===== src/rtl/l2_arbiter_if.sv =====
// l2_arbiter_if: L1 I/D miss ports, the shared L2 CPU-side port and the grant counters.
interface l2_arbiter_if #(
  parameter int LINE_WIDTH = 128,
  parameter int ADDR_WIDTH = 16,
  parameter int CNT_WIDTH  = 16
);
  logic                  i_read;
  logic [ADDR_WIDTH-1:0] i_address;
  logic [LINE_WIDTH-1:0] i_rdata;
  logic                  i_resp;
  logic                  d_read;
  logic                  d_write;
  logic [ADDR_WIDTH-1:0] d_address;
  logic [LINE_WIDTH-1:0] d_wdata;
  logic [LINE_WIDTH-1:0] d_rdata;
  logic                  d_resp;
  logic                  l2_read;
  logic                  l2_write;
  logic [ADDR_WIDTH-1:0] l2_address;
  logic [LINE_WIDTH-1:0] l2_wdata;
  logic [LINE_WIDTH-1:0] l2_rdata;
  logic                  l2_resp;
  logic [CNT_WIDTH-1:0]  i_grant_count;
  logic [CNT_WIDTH-1:0]  d_grant_count;

  modport master (
    output i_read, i_address, d_read, d_write, d_address, d_wdata, l2_rdata, l2_resp,
    input  i_rdata, i_resp, d_rdata, d_resp, l2_read, l2_write, l2_address, l2_wdata,
           i_grant_count, d_grant_count
  );

  modport slave (
    input  i_read, i_address, d_read, d_write, d_address, d_wdata, l2_rdata, l2_resp,
    output i_rdata, i_resp, d_rdata, d_resp, l2_read, l2_write, l2_address, l2_wdata,
           i_grant_count, d_grant_count
  );
endinterface


===== src/rtl/l2_arbiter.sv =====
// l2_arbiter: round-robin sharing of one L2 port between the L1 I and D caches,
// one latched request in flight, registered response back to the winner.
module l2_arbiter #(
  parameter int LINE_WIDTH = 128,
  parameter int ADDR_WIDTH = 16,
  parameter int CNT_WIDTH  = 16
) (
  input logic         clk,
  input logic         reset,
  l2_arbiter_if.slave bus
);
  typedef enum logic [2:0] {IDLE, BUSY_I, BUSY_D, DONE_I, DONE_D} state_t;

  state_t                r_state;
  state_t                w_next;
  logic                  r_last_d;
  logic                  r_op_write;
  logic [ADDR_WIDTH-1:0] r_addr;
  logic [LINE_WIDTH-1:0] r_wdata;
  logic [LINE_WIDTH-1:0] r_i_rdata;
  logic [LINE_WIDTH-1:0] r_d_rdata;
  logic [CNT_WIDTH-1:0]  r_i_cnt;
  logic [CNT_WIDTH-1:0]  r_d_cnt;
  logic                  w_d_req;
  logic                  w_grant_i;
  logic                  w_grant_d;
  logic                  w_busy;

  assign w_d_req   = bus.d_read | bus.d_write;
  // on a tie the requester that did not win the previous grant goes first
  assign w_grant_i = bus.i_read & (~w_d_req | r_last_d);
  assign w_grant_d = w_d_req & (~bus.i_read | ~r_last_d);
  assign w_busy    = (r_state == BUSY_I) | (r_state == BUSY_D);

  always_comb begin
    w_next            = r_state;
    bus.l2_read       = 1'b0;
    bus.l2_write      = 1'b0;
    bus.i_resp        = 1'b0;
    bus.d_resp        = 1'b0;
    bus.l2_address    = r_addr;
    bus.l2_wdata      = r_wdata;
    bus.i_rdata       = r_i_rdata;
    bus.d_rdata       = r_d_rdata;
    bus.i_grant_count = r_i_cnt;
    bus.d_grant_count = r_d_cnt;
    case (r_state)
      IDLE:    w_next = w_grant_i ? BUSY_I : w_grant_d ? BUSY_D : IDLE;
      BUSY_I:  w_next = bus.l2_resp ? DONE_I : BUSY_I;
      BUSY_D:  w_next = bus.l2_resp ? DONE_D : BUSY_D;
      default: w_next = IDLE;
    endcase
    bus.l2_read  = w_busy & ~r_op_write;
    bus.l2_write = w_busy & r_op_write;
    bus.i_resp   = r_state == DONE_I;
    bus.d_resp   = r_state == DONE_D;
  end

  always_ff @(posedge clk) begin
    if (reset) begin
      r_state    <= IDLE;
      r_last_d   <= 1'b1;
      r_op_write <= 1'b0;
      r_addr     <= '0;
      r_wdata    <= '0;
      r_i_rdata  <= '0;
      r_d_rdata  <= '0;
      r_i_cnt    <= '0;
      r_d_cnt    <= '0;
    end else begin
      r_state <= w_next;
      if (r_state == IDLE && w_grant_i) begin
        r_last_d   <= 1'b0;
        r_op_write <= 1'b0;
        r_addr     <= bus.i_address;
      end else if (r_state == IDLE && w_grant_d) begin
        r_last_d   <= 1'b1;
        r_op_write <= bus.d_write;
        r_addr     <= bus.d_address;
        r_wdata    <= bus.d_wdata;
      end
      // counters step with the transition into DONE so they are current alongside resp
      if (r_state == BUSY_I && bus.l2_resp) begin
        r_i_rdata <= bus.l2_rdata;
        r_i_cnt   <= r_i_cnt + CNT_WIDTH'(1);
      end
      if (r_state == BUSY_D && bus.l2_resp) begin
        r_d_rdata <= r_op_write ? r_d_rdata : bus.l2_rdata;
        r_d_cnt   <= r_d_cnt + CNT_WIDTH'(1);
      end
    end
  end
endmodule

===== src/flat_wrapper.sv =====
// flat-port wrapper written by rule: the top's interface ports become plain ports
module l2_arbiter_flat 
#(
  parameter int LINE_WIDTH = 128,
  parameter int ADDR_WIDTH = 16,
  parameter int CNT_WIDTH  = 16
)
  (clk, reset, bus_i_read, bus_i_address, bus_d_read, bus_d_write, bus_d_address, bus_d_wdata, bus_l2_rdata, bus_l2_resp, bus_i_rdata, bus_i_resp, bus_d_rdata, bus_d_resp, bus_l2_read, bus_l2_write, bus_l2_address, bus_l2_wdata, bus_i_grant_count, bus_d_grant_count);
  l2_arbiter_if #(.LINE_WIDTH(LINE_WIDTH), .ADDR_WIDTH(ADDR_WIDTH), .CNT_WIDTH(CNT_WIDTH)) bus_i ();
  input logic clk;
  input logic reset;
  input wire logic [$bits(bus_i.i_read)-1:0] bus_i_read;
  input wire logic [$bits(bus_i.i_address)-1:0] bus_i_address;
  input wire logic [$bits(bus_i.d_read)-1:0] bus_d_read;
  input wire logic [$bits(bus_i.d_write)-1:0] bus_d_write;
  input wire logic [$bits(bus_i.d_address)-1:0] bus_d_address;
  input wire logic [$bits(bus_i.d_wdata)-1:0] bus_d_wdata;
  input wire logic [$bits(bus_i.l2_rdata)-1:0] bus_l2_rdata;
  input wire logic [$bits(bus_i.l2_resp)-1:0] bus_l2_resp;
  output wire logic [$bits(bus_i.i_rdata)-1:0] bus_i_rdata;
  output wire logic [$bits(bus_i.i_resp)-1:0] bus_i_resp;
  output wire logic [$bits(bus_i.d_rdata)-1:0] bus_d_rdata;
  output wire logic [$bits(bus_i.d_resp)-1:0] bus_d_resp;
  output wire logic [$bits(bus_i.l2_read)-1:0] bus_l2_read;
  output wire logic [$bits(bus_i.l2_write)-1:0] bus_l2_write;
  output wire logic [$bits(bus_i.l2_address)-1:0] bus_l2_address;
  output wire logic [$bits(bus_i.l2_wdata)-1:0] bus_l2_wdata;
  output wire logic [$bits(bus_i.i_grant_count)-1:0] bus_i_grant_count;
  output wire logic [$bits(bus_i.d_grant_count)-1:0] bus_d_grant_count;
  assign bus_i.i_read = bus_i_read;
  assign bus_i.i_address = bus_i_address;
  assign bus_i.d_read = bus_d_read;
  assign bus_i.d_write = bus_d_write;
  assign bus_i.d_address = bus_d_address;
  assign bus_i.d_wdata = bus_d_wdata;
  assign bus_i.l2_rdata = bus_l2_rdata;
  assign bus_i.l2_resp = bus_l2_resp;
  assign bus_i_rdata = bus_i.i_rdata;
  assign bus_i_resp = bus_i.i_resp;
  assign bus_d_rdata = bus_i.d_rdata;
  assign bus_d_resp = bus_i.d_resp;
  assign bus_l2_read = bus_i.l2_read;
  assign bus_l2_write = bus_i.l2_write;
  assign bus_l2_address = bus_i.l2_address;
  assign bus_l2_wdata = bus_i.l2_wdata;
  assign bus_i_grant_count = bus_i.i_grant_count;
  assign bus_d_grant_count = bus_i.d_grant_count;
  l2_arbiter #(.LINE_WIDTH(LINE_WIDTH), .ADDR_WIDTH(ADDR_WIDTH), .CNT_WIDTH(CNT_WIDTH)) u_core (.clk(clk), .reset(reset), .bus(bus_i));
endmodule

===== config.mk =====
export PLATFORM = sky130hd
export DESIGN_NAME = l2_arbiter_flat
export DESIGN_NICKNAME = d
export VERILOG_FILES = /design/src/rtl/l2_arbiter_if.sv /design/src/rtl/l2_arbiter.sv /design/src/flat_wrapper.sv
export SDC_FILE = /design/constraint.sdc
export NUM_CORES = 1
export LEC_CHECK = 0
export CAP_MARGIN = 20
export CORE_AREA = 2 2 286 288
export DETAILED_ROUTE_END_ITERATION = 8
export DIE_AREA = 0 0 288 290
export PLACE_DENSITY = 0.47
export SETUP_SLACK_MARGIN = 0.4
export SLEW_MARGIN = 20
export SYNTH_ARGS = -nofsm -noshare
export SYNTH_HDL_FRONTEND = slang
export SYNTH_SLANG_ARGS = --single-unit
export TNS_END_PERCENT = 30

===== constraint.sdc =====
create_clock -name clk -period 1.5 [get_ports clk]
set_input_delay 0.15 -clock clk [delete_from_list [all_inputs] [get_ports clk]]
set_output_delay 0.15 -clock clk [all_outputs]
set_load 0.005 [all_outputs]

Word-level counts from Yosys, hierarchy flattened. Cells that the tools add are included.

Register bits after elaboration: 437. Input bits: 294. Output and inout port bits: 436. Logic and storage cells: 46.

$add $sub $neg: 2. Equality and inequality tests: 4. Muxes and demuxes: 9. Bitwise operators: 13. Reduce and logical (&&, ||, !) cells: 9.

Operators with widths (number): 16-bit by 1-bit adder with 16-bit output (second input constant) (2); 16-bit 2-to-1 mux (2); 3-bit one-hot mux with 3 select lines (1); 3-bit by 2-bit == test with 1-bit output (second input constant) (2); 3-bit 2-to-1 mux (2); 1-bit NOT (5); 1-bit AND (4); 1-bit logical AND (4); 2-bit 2-to-1 mux (2); 1-bit bitwise OR (4); 2-bit AND reduction (2); 3-bit by 1-bit == test with 1-bit output (second input constant) (1); 3-bit == test (second input constant) (1); 3-bit logical NOT (1); 1-bit 2-to-1 mux (2); 2-bit nonzero test (1); 2-bit OR reduction (1).

Longest topological paths before layout.
Depth after elaboration: 7. Depth in mapped cells: 8. Depth with buffers taken out: 5.

Worst setup path before layout. OpenSTA, ideal clock, no wires.

Path kind: flip-flop to flip-flop. Start: register u_core.r_state[0]. End: register u_core.r_d_cnt[14] (netlist: u_core.bus.d_grant_count[14]). Setup time: 70 ps. Arrival: 1563 ps. Data required time: 1430 ps. Setup slack: -134 ps. Cell stages (with the launch flop): 7. Period minus slack after synthesis: 1634 ps. Cell sequence: dfxtp_1 -> buf_4 -> and4bb_1 -> buf_4 -> nand3_2 -> or4_1 -> a21oi_1.

Longest elaborated chain between the ends: 2.

Ends and longest elaborated chain: from (decl) (line l2_arbiter.sv:14) `state_t r_state;`; from (signal assigned) (line l2_arbiter.sv:71) `r_state <= w_next;`; 3-bit by 2-bit == test with 1-bit output (line l2_arbiter.sv:87) `if (r_state == BUSY_D && bus.l2_resp) begin`; 1-bit logical AND (line l2_arbiter.sv:87); to (signal assigned) (line l2_arbiter.sv:89) `r_d_cnt <= r_d_cnt + CNT_WIDTH'(1);`; to (decl) (line l2_arbiter.sv:23) `logic [CNT_WIDTH-1:0] r_d_cnt;`.

No other way between the ends. A chain may end at the register's enable or synchronous reset.

Final worst setup path.
Start: register u_core.r_state[1]. End: register u_core.r_i_cnt[14] (netlist: u_core.bus.i_grant_count[14]).

Longest elaborated chain between the ends: 2.

Ends and longest elaborated chain: 3-bit by 1-bit == test with 1-bit output (line l2_arbiter.sv:83) `if (r_state == BUSY_I && bus.l2_resp) begin`; 1-bit logical AND (line l2_arbiter.sv:83); to (signal assigned) (line l2_arbiter.sv:85) `r_i_cnt <= r_i_cnt + CNT_WIDTH'(1);`; to (decl) (line l2_arbiter.sv:22) `logic [CNT_WIDTH-1:0] r_i_cnt;`.

No other way between the ends.

==> impl_metrics.prom <==
# TYPE chip_impl_metric gauge
chip_impl_info{name="grt_setup_unrepaired",value="yes"} 1
chip_impl_metric{name="design.core.area",unit="mm²"} 0.08016
chip_impl_metric{name="final.fill_count",unit=""} 8327
chip_impl_metric{name="lkg_pwr",unit="nW"} 10.52
chip_impl_metric{name="ir_drop",unit="µV"} 744.7
chip_impl_metric{name="worst_slew_pin_slew",unit="ns"} 0.9296
chip_impl_metric{name="grt_pass1_wl",unit="mm"} 104.6
chip_impl_metric{name="ys_seq_area_frac",unit=""} 0.5676
chip_impl_metric{name="fraction_of_final_layout_cells_with_drive_strength_greater_than_1",unit=""} 0.2212
chip_impl_metric{name="synth.yosys.warnings",unit=""} 0
chip_impl_metric{name="io-pin-count",unit=""} 730
chip_impl_metric{name="dp_hpwl",unit="mm"} 50.33
chip_impl_metric{name="syn-num-nets",unit=""} 2227
chip_impl_metric{name="multi_input_area",unit="mm²"} 0.006540
chip_impl_metric{name="synth-async-reset-ratio",unit=""} 0
chip_impl_info{name="cts-root-buf",value="clkbuf_16"} 1
chip_impl_metric{name="drtAntennaViolNets",unit=""} 0
chip_impl_metric{name="critical_path_arrival",unit="ns"} 2.25
chip_impl_metric{name="fin_nets",unit=""} 3084
chip_impl_metric{name="routed-via-count",unit=""} 16520
chip_impl_metric{name="worstPathMaxFanout",unit=""} 6
chip_impl_metric{name="port_buffers",unit=""} 729
chip_impl_metric{name="drt_drc_violations_left",unit=""} 0
chip_impl_info{name="worst_path_max_delay_cell",value="or3_4"} 1
chip_impl_info{name="cp-end-kind",value="register"} 1
chip_impl_metric{name="route.detailed.vias_per_inst",unit=""} 4.245
chip_impl_metric{name="dieHeight",unit="µm"} 290
chip_impl_metric{name="critical_path_required",unit="ns"} 2.01
chip_impl_metric{name="floorplan.rows",unit=""} 104
chip_impl_metric{name="synth.cell_area",unit="mm²"} 0.01541
chip_impl_metric{name="drv.max_cap_violation_count",unit=""} 0
chip_impl_info{name="timing.critical_path.from_type",value="register"} 1
chip_impl_metric{name="syn2layout_area_growth",unit="%"} 87.34
chip_impl_metric{name="detail_route.first_pass.iterations",unit=""} 7
chip_impl_metric{name="synth_cells",unit=""} 1931
chip_impl_info{name="synth_ff_type",value="dfxtp_1"} 1
chip_impl_info{name="hp-class",value="in2reg"} 1
chip_impl_metric{name="clk_transition_reported_paths",unit="ns"} 0.06
chip_impl_metric{name="ys_types",unit=""} 40
chip_impl_info{name="min_from",value="reset"} 1
chip_impl_info{name="setup.worst_path.class",value="reg2reg"} 1
chip_impl_info{name="outcome",value="finished with violations"} 1
chip_impl_metric{name="fmax",unit="GHz"} 0.5756
chip_impl_metric{name="drt-wirelength-per-cell",unit="µm"} 19.17
chip_impl_info{name="failing_checks",value="negative setup slack"} 1
chip_impl_info{name="startpoint_of_the_most_critical_setup_path",value="u_core.r_state[1]$_SDFF_PP0_"} 1
chip_impl_info{name="worst_path_most_repeated_cell",value="or3_4"} 1
chip_impl_metric{name="met3WireLength",unit="mm"} 5.531
chip_impl_metric{name="final.setup_skew",unit="ns"} 0.01838
chip_impl_metric{name="wl_met2",unit="mm"} 36.56
chip_impl_metric{name="clock_latency",unit="ns"} 0.58
chip_impl_info{name="r2r_start",value="u_core.r_state[1]$_SDFF_PP0_"} 1
chip_impl_metric{name="setup_slack",unit="ns"} -0.2372
chip_impl_metric{name="grt.total_usage",unit=""} 0.1636
chip_impl_info{name="top_signal_layer_used",value="met4"} 1
chip_impl_metric{name="met1_length",unit="mm"} 30.27
chip_impl_metric{name="post-route-min-period",unit="ns"} 1.737
chip_impl_metric{name="grt_pass1_vias",unit=""} 16353
chip_impl_metric{name="drt_wl_total",unit="mm"} 74.61
chip_impl_metric{name="synth_enable_flop_cells",unit=""} 0
chip_impl_metric{name="area.sequential",unit="mm²"} 0.008926
chip_impl_metric{name="maximum_number_of_pins_on_one_net_before_global_route_repair",unit=""} 72
chip_impl_metric{name="cts_made_buffers",unit=""} 51
chip_impl_metric{name="relative_slew_slack",unit=""} 0.3783
chip_impl_info{name="critical_path.cell_chain",value="buf_6, nand4bb_4, or3_4, or3_4, a21oi_2"} 1
chip_impl_metric{name="placed_cell_area",unit="mm²"} 0.02469
chip_impl_metric{name="synth_seq_cells",unit=""} 437
chip_impl_info{name="tritoncts_clock_tree",value="yes"} 1
chip_impl_metric{name="starting_density_of_the_core",unit=""} 0.1923
chip_impl_metric{name="clock_sink_count",unit=""} 437
chip_impl_metric{name="finalInstanceArea",unit="mm²"} 0.02888
chip_impl_metric{name="final-max-slew-violation-count",unit=""} 0
chip_impl_metric{name="number_of_antenna_violations_at_the_first_check_in_global_routing",unit=""} 7
chip_impl_metric{name="syn_avg_cell_area",unit="µm²"} 7.982
chip_impl_metric{name="gpl.final_weighted_congestion",unit=""} 0.8810
chip_impl_metric{name="powerDensity",unit="mW/mm²"} 1151
chip_impl_metric{name="setup_viol_count_final",unit=""} 744
chip_impl_metric{name="slowest_delay",unit="ns"} 0.44
chip_impl_metric{name="report.final.hold_viol_count",unit=""} 0
chip_impl_metric{name="drtIter0Drc",unit=""} 1009
chip_impl_metric{name="grt_overflow",unit=""} 0
chip_impl_metric{name="final_util",unit=""} 0.3602
chip_impl_metric{name="cts_htree_levels",unit=""} 2
chip_impl_metric{name="buffer_levels_on_the_longest_clock_path",unit=""} 3
chip_impl_metric{name="die_w",unit="µm"} 288
chip_impl_metric{name="floorplan.die_area",unit="mm²"} 0.08352
chip_impl_metric{name="final_min_period_over_clock_period",unit=""} 1.158
-- placed cells by master (no fill, tap or decap), types with 16 or more instances in the layout --
| cell | netlist | layout |
|---|---|---|
| buf_16 | 0 | 20 |
| buf_4 | 2 | 94 |
| clkdlybuf4s50_1 | 0 | 603 |
| dfxtp_2 | 0 | 100 |
| clkbuf_16 | 0 | 69 |
| a21oi_1 | 396 | 354 |
| nand2_1 | 788 | 764 |
| nor2_1 | 44 | 42 |
| buf_12 | 0 | 30 |
| buf_6 | 0 | 157 |
| dfxtp_1 | 437 | 323 |
| a21oi_2 | 0 | 42 |
| clkbuf_1 | 75 | 16 |
-- power by group --
part           switching, mW  total, mW  internal [mW]
logic                   3.49       7.86           4.37
registers              0.526       13.0           12.5
clock network           5.09       12.3           7.25
-- layer usage --
layer / global-route usage / up-vias
met5: 0 / -
met4: 0.06041 / 0
met3: 0.04631 / 114
met2: 0.2787 / 547
met1: 0.1941 / 7804
li1: - / 8055
-- kinds of logic (layout without fill, tap and decap cells) --
family / count (synthesis) / in the layout / synth area share
other: 0 / 7 / 0
adder cells (fa/ha/maj): 2 / 2 / 0.001623
buffers and inverters: 147 / 1040 / 0.04164
multiplexers: 1 / 1 / 0.0006494
AND/OR/NAND/NOR: 894 / 894 / 0.2303
flip-flops: 437 / 437 / 0.5676
AO/OA/AOI/OAI: 428 / 429 / 0.1457
XOR/XNOR: 22 / 22 / 0.01250
-- worst max-delay path, delay by kind of cell, from the launching register on --
family | cells | cell delay [ns]
flops | 1 | 0.38
buf+inv | 1 | 0.13
simple gates | 3 | 1.02
compound gates | 1 | 0.13
-- state kept, by name, summed over array words and instances (netlist names) --
name                      flops
u_core.bus.d_grant_count     16
u_core.bus.d_rdata          128
u_core.bus.i_grant_count     16
u_core.bus.i_rdata          128
u_core.bus.l2_address        16
u_core.bus.l2_wdata         128
u_core.r_last_d               1
u_core.r_op_write             1
u_core.r_state                3
-- area by class of cell --
cell class,instances,area share
Clock buffer,77,0.05104
Timing Repair Buffer,949,0.3615
Sequential cell,437,0.3091
Clock inverter,13,0.005200
Antenna cell,7,0.0006066
Multi-Input combinational cell,1348,0.2265
Inverter,1,0.0001300
Tap cell,1060,0.04593
-- final timing paths --
kind	end	slack (ns)	depth (start not counted)
max	u_core.bus.i_grant_count[14]$_SDFFE_PP0P_	-0.24	5
min	u_core.bus.d_grant_count[13]$_SDFFE_PP0P_	0.07	3
max reg2reg	u_core.bus.i_grant_count[14]$_SDFFE_PP0P_	-0.24	5
min reg2reg	u_core.bus.d_rdata[52]$_SDFFE_PP0P_	0.45	2
-- through the flow --
stage | hold slack, ns | setup WS, ns | instances | setup TNS [ns] | power, mW
2_1_floorplan | 0.2860 | -0.003949 | 1931 | -0.007844 | 15.64
3_3_place_gp | 0.4412 | -0.3871 | 3693 | -118.89 | 19.38
3_5_place_dp | 0.4459 | -0.4029 | 3693 | -122.31 | 19.45
4_1_cts | 0.04016 | -0.2198 | 3852 | -95.15 | 32.97
5_1_grt | 0.06427 | -0.3203 | 3892 | -147.18 | 34.76
6_report | 0.07264 | -0.2372 | 3892 | -85.45 | 33.23
-- timing repair --
| item | CTS | global route |
|---|---|---|
| resized for setup | 866 | 88 |
| hold endpoints to repair | 17 | 0 |
| setup endpoints to repair | 873 | 873 |
| buffers inserted | 53 | 15 |
| cloned | 14 | 18 |
| pin swaps | 34 | 24 |
| hold buffers | 2 | 0 |
-- cell usage after synthesis, types with 7 or more instances --
cell type,instances,area share
dfxtp_1,437,0.57
xnor2_1,13,0.0074
a222oi_1,14,0.0091
xor2_1,9,0.0051
nand4_1,8,0.0032
clkbuf_1,75,0.018
o21ai_0,7,0.0023
a21oi_1,396,0.13
or3_1,8,0.0032
nand2_1,788,0.19
nor2_1,44,0.011
buf_2,66,0.021
nand3_1,11,0.0036
Power figures use the tool's default switching activity.
==> variant 1, RTL diff (same flow settings) <==
`ADDR_WIDTH` is set to 16 in 3 places; all go to 17.
--- a/src/rtl/l2_arbiter_if.sv
+++ b/src/rtl/l2_arbiter_if.sv
@@ -2,5 +2,5 @@
 interface l2_arbiter_if #(
   parameter int LINE_WIDTH = 128,
-  parameter int ADDR_WIDTH = 16,
+  parameter int ADDR_WIDTH = 17,
   parameter int CNT_WIDTH  = 16
 );
--- a/src/rtl/l2_arbiter.sv
+++ b/src/rtl/l2_arbiter.sv
@@ -3,5 +3,5 @@
 module l2_arbiter #(
   parameter int LINE_WIDTH = 128,
-  parameter int ADDR_WIDTH = 16,
+  parameter int ADDR_WIDTH = 17,
   parameter int CNT_WIDTH  = 16
 ) (
--- a/src/flat_wrapper.sv
+++ b/src/flat_wrapper.sv
@@ -3,5 +3,5 @@
 #(
   parameter int LINE_WIDTH = 128,
-  parameter int ADDR_WIDTH = 16,
+  parameter int ADDR_WIDTH = 17,
   parameter int CNT_WIDTH  = 16
 )
Interface: changed (resized bus_d_address, bus_i_address and bus_l2_address); port bits go from 730 to 733. No check against the original RTL was run, so the function may have changed too.
==> variant 1 against the unedited design <==
The run still ends with negative setup slack left; highest routed layer is now met5; sequential cell count increased by 1; routed wire length increased by 1.8%; via count increased by 1.9%; area after synthesis increased by 0.30%; clock skew decreased by 0.010 ns; critical path type unchanged; power increased by 7.7%; non-clock buffer count increased by 37; final area increased by 3.4%; worst setup slack got worse by 0.022 ns; cell count increased by 1.5%; synthesized cell count increased by 0.83%.
==> variant 1: results <==
[layout]
drive_gt1_frac = 0.266
final_cells = 3952

[place]
place.gp.congestion = 0.848
place_hpwl_um = 53300
dp_cells = 3740

[logic_synthesis]
synth_compound_area_frac = 0.147
synthCells = 1947
synthMuxAreaShare = 0.00138
synth_xor_area_frac = 0.0125
yosysUniqueCellTypes = 41
synth_area_leaders = dfxtp_1, nand2_1, a21oi_1
yosys.area_share.adder = 0.00162
yosysTopAreaCellShare = 0.567

[critical_path]
r2r_cells = 8
cp.arrival_ns = 2.23
cpPeakStageDelay_ns = 0.36
crit_family = buffers and inverters

[timing]
fin_ws_ns = -0.259
finalSetupViolations = 754
hold-worst-slack_ns = 0.0999

[routing]
drt_iter0_markers = 811
first_pass_iters = 5

[power]
vdd_ir_drop_max_v = 0.000748

[global_route]
grt_pass1_wl_um = 108000
grt_max_degree = 66
grtUsageTotal = 0.169
grt_pass1_vias = 17000

[status]
status = complete, but fails checks
failed_checks = negative setup slack

[cts]
cts_buffers = 53
-- variant 1: stage by stage --
step	setup slack [ns]	instance area (sq um)	TNS [ns]
2_1_floorplan	-0.0820	15800	-7.25
5_1_grt	-0.333	29800	-156.94
4_1_cts	-0.230	28900	-110.69
3_5_place_dp	-0.535	25100	-139.68
6_report	-0.259	29800	-95.42
3_3_place_gp	-0.498	25100	-127.24
-- variant 1: repair_timing --
action                     in CTS  in global routing
resized for setup             856                186
pin swaps                      29                 87
hold buffers                    1                  0
setup endpoints to repair     875                875
setup buffers                  67                 12
hold endpoints to repair       21                  0
cloned                         18                  9
-- variant 1: worst paths after layout --
kind / start / end
max: u_core.r_state[0]$_SDFF_PP0_ / u_core.bus.l2_address[3]$_SDFFE_PP0P_
min: bus_d_wdata[58] / u_core.bus.l2_wdata[58]$_SDFFE_PP0P_
max reg2reg: u_core.r_state[0]$_SDFF_PP0_ / u_core.bus.l2_address[3]$_SDFFE_PP0P_
min reg2reg: u_core.bus.i_rdata[124]$_SDFFE_PP0P_ / u_core.bus.i_rdata[124]$_SDFFE_PP0P_
-- variant 1: per-layer routing --
layer / share of wire / vias to the layer above / routed length (um) / GRT usage
met5: 0.00017 / - / 13 / 0
met4: 0.048 / 2 / 3670 / 0.0823
met3: 0.083 / 145 / 6340 / 0.0576
met2: 0.51 / 584 / 38700 / 0.303
met1: 0.36 / 7930 / 27200 / 0.173
li1: - / 8181 / - / -
-- variant 1: power breakdown --
group	leakage, nW	total [mW]	internal [mW]	switching, mW
sequential	3.61	13.1	12.5	0.590
combinational	6.51	8.89	4.97	3.92
clock	0.913	13.8	8.38	5.39
total	11.0	35.8	25.9	9.89
-- variant 1: final cells by class --
type | instances | share of cell area
diodes | 5 | 0.000419
clock buffers | 76 | 0.0518
clock inverters | 24 | 0.0108
inverters | 5 | 0.000629
multi-input cells | 1358 | 0.238
flip-flops and latches | 438 | 0.300
well taps | 1060 | 0.0444
repair buffers | 986 | 0.355
-- variant 1: logic make-up after synthesis --
family,Yosys count
buffers and inverters,151
and+or+nand+nor,900
DFF,438
AOI/OAI and AO/OA,432
muxes,2
adders and majority gates,2
xor gates and xnor gates,22
-- variant 1: worst reg2reg max path, stage by stage (launching register included) --
cell	delay, ns
dfxtp_4	0.35
buf_8	0.13
nor3_4	0.21
buf_6	0.13
buf_6	0.10
o31ai_4	0.08
buf_2	0.18
a222oi_1	0.36
nor2_1	0.08
==> variant 2, RTL diff (same flow settings) <==
Without the edit above. Re-encode `state_t` (5 states) as one-hot, 5 bits wide.
--- a/src/rtl/l2_arbiter.sv
+++ b/src/rtl/l2_arbiter.sv
@@ -10,5 +10,5 @@
   l2_arbiter_if.slave bus
 );
-  typedef enum logic [2:0] {IDLE, BUSY_I, BUSY_D, DONE_I, DONE_D} state_t;
+  typedef enum logic [4:0] {IDLE = 5'b00001, BUSY_I = 5'b00010, BUSY_D = 5'b00100, DONE_I = 5'b01000, DONE_D = 5'b10000} state_t;
 
   state_t                r_state;
Formal check against the unedited RTL: no difference found for any inputs over 4 cycles, from zero or initial values and one cycle with reset high; so few cycles prove little.
==> variant 2 against the unedited design <==
The flow still finishes with violations (negative setup slack); area after synthesis grew 1.2%; worst setup slack got worse by 0.39 ns; count of clock-buffer cells in the layout down 1; routed wire length grew 4.6%; global-route usage up 0.068 points; power rose by 13%; hold slack worse by 0.054 ns; highest routed layer is now met5; sequential share of layout area shrank 1.5 points; sequential cell count up 2; final area grew 3.9%; clock power increased by 9%; die area unchanged.
==> variant 2: results <==
[timing]
tightest_slew_ns = 0.510
setup_tns_ns = -196.64
finalSetupViolations = 843
fin_ws_ns = -0.624

[place]
place.gp.congestion = 0.801

[routing]
drt_iter0_markers = 605
vias = 17000
drt-total-wl_um = 78000

[global_route]
grtUsageTotal = 0.164
antenna_found_initial = 4
grt_pass1_wl_um = 106000
grt_max_degree = 71

[logic_synthesis]
synth_area_leaders = dfxtp_1, nand2_1, a21oi_1
yosysUniqueCellTypes = 46
syn-num-nets = 2257
ys_top_cells_by_count = nand2_1, dfxtp_1, a21oi_1

[status]
failed_checks = negative setup slack
status = complete, but fails checks

[power]
vdd_ir_drop_max_v = 0.00108
power_leakage_nw = 10.8

[cts]
insertion_delay_ns = 0.60
cts_buffers = 52

[critical_path]
timing.rr.end = u_core.bus.d_rdata[83]$_SDFFE_PP0P_
critPathCapture = u_core.bus.d_rdata[83]$_SDFFE_PP0P_
r2r_cells = 10

[layout]
drive_gt1_frac = 0.222
variant 2: worst min-delay path by stage:
stage                                   startpoint                                    end  cells past startpoint
3_3_place_gp   u_core.bus.d_rdata[93]$_SDFFE_PP0P_    u_core.bus.d_rdata[93]$_SDFFE_PP0P_                      2
6_report                                     reset  u_core.bus.l2_wdata[127]$_SDFFE_PP0P_                      2
5_1_grt                                      reset    u_core.bus.i_rdata[22]$_SDFFE_PP0P_                      2
4_1_cts                                      reset    u_core.bus.i_rdata[22]$_SDFFE_PP0P_                      2
2_1_floorplan                    bus_l2_rdata[127]   u_core.bus.d_rdata[127]$_SDFFE_PP0P_                      2
3_5_place_dp   u_core.bus.d_rdata[24]$_SDFFE_PP0P_    u_core.bus.d_rdata[24]$_SDFFE_PP0P_                      2
variant 2: cell families after synthesis:
| kind of cell | Yosys count | synth area share |
|---|---|---|
| multiplexers | 2 | 0.00144 |
| flip-flops | 439 | 0.563 |
| adder cells (fa/ha/maj) | 2 | 0.00160 |
| AND/OR/NAND/NOR | 879 | 0.226 |
| XOR/XNOR | 16 | 0.00898 |
| AO/OA/AOI/OAI | 457 | 0.154 |
| buffers and inverters | 166 | 0.0452 |
variant 2: final cells by class:
type | instances | area, sq um
fillers | 8139 | 50100
repair buffers | 950 | 10400
flip-flops and latches | 439 | 8830
multi-input cells | 1358 | 7520
clock buffers | 76 | 1520
well taps | 1060 | 1330
clock inverters | 19 | 288
inverters | 20 | 75.1
diodes | 2 | 5.00
variant 2: per-stage QoR:
step                setup slack (ns)  area (sq um)  instances
floorplan                     -0.622         15700       1961
global placement              -0.751         25100       3745
detailed placement            -0.714         25100       3745
CTS                           -0.642         28100       3879
global route                  -0.733         30000       3924
finish                        -0.624         30000       3924
variant 2: repair_timing:
item / in CTS / in global routing
pin swaps: 59 / 125
hold buffers: 2 / 0
gates cloned: 13 / 25
hold endpoints to repair: 4 / 0
endpoints found under the setup margin: 875 / 875
buffers inserted: 24 / 18
gates resized for setup: 339 / 315
variant 2: worst max-delay path, stage by stage, from the launching register on:
cell and delay (ns):
dfxtp_2 0.33, buf_6 0.11, or4_4 0.51, buf_6 0.15, nor3_4 0.19, buf_12 0.15
buf_12 0.11, buf_16 0.15, buf_8 0.15, nand2_2 0.06, a21oi_2 0.12
variant 2: power by group:
part	switching [mW]	internal (mW)
clock	5.34	8.10
combinational	4.98	5.64
sequential	0.714	12.9
variant 2: per-layer routing:
layer,vias to the layer above,part of all wire,global-route usage,routed length [um]
met5,-,0.00010,0,8
met4,2,0.019,0.0406,1520
met3,88,0.083,0.0572,6450
met2,553,0.52,0.300,40500
met1,8144,0.38,0.179,29500
li1,8199,-,-,-
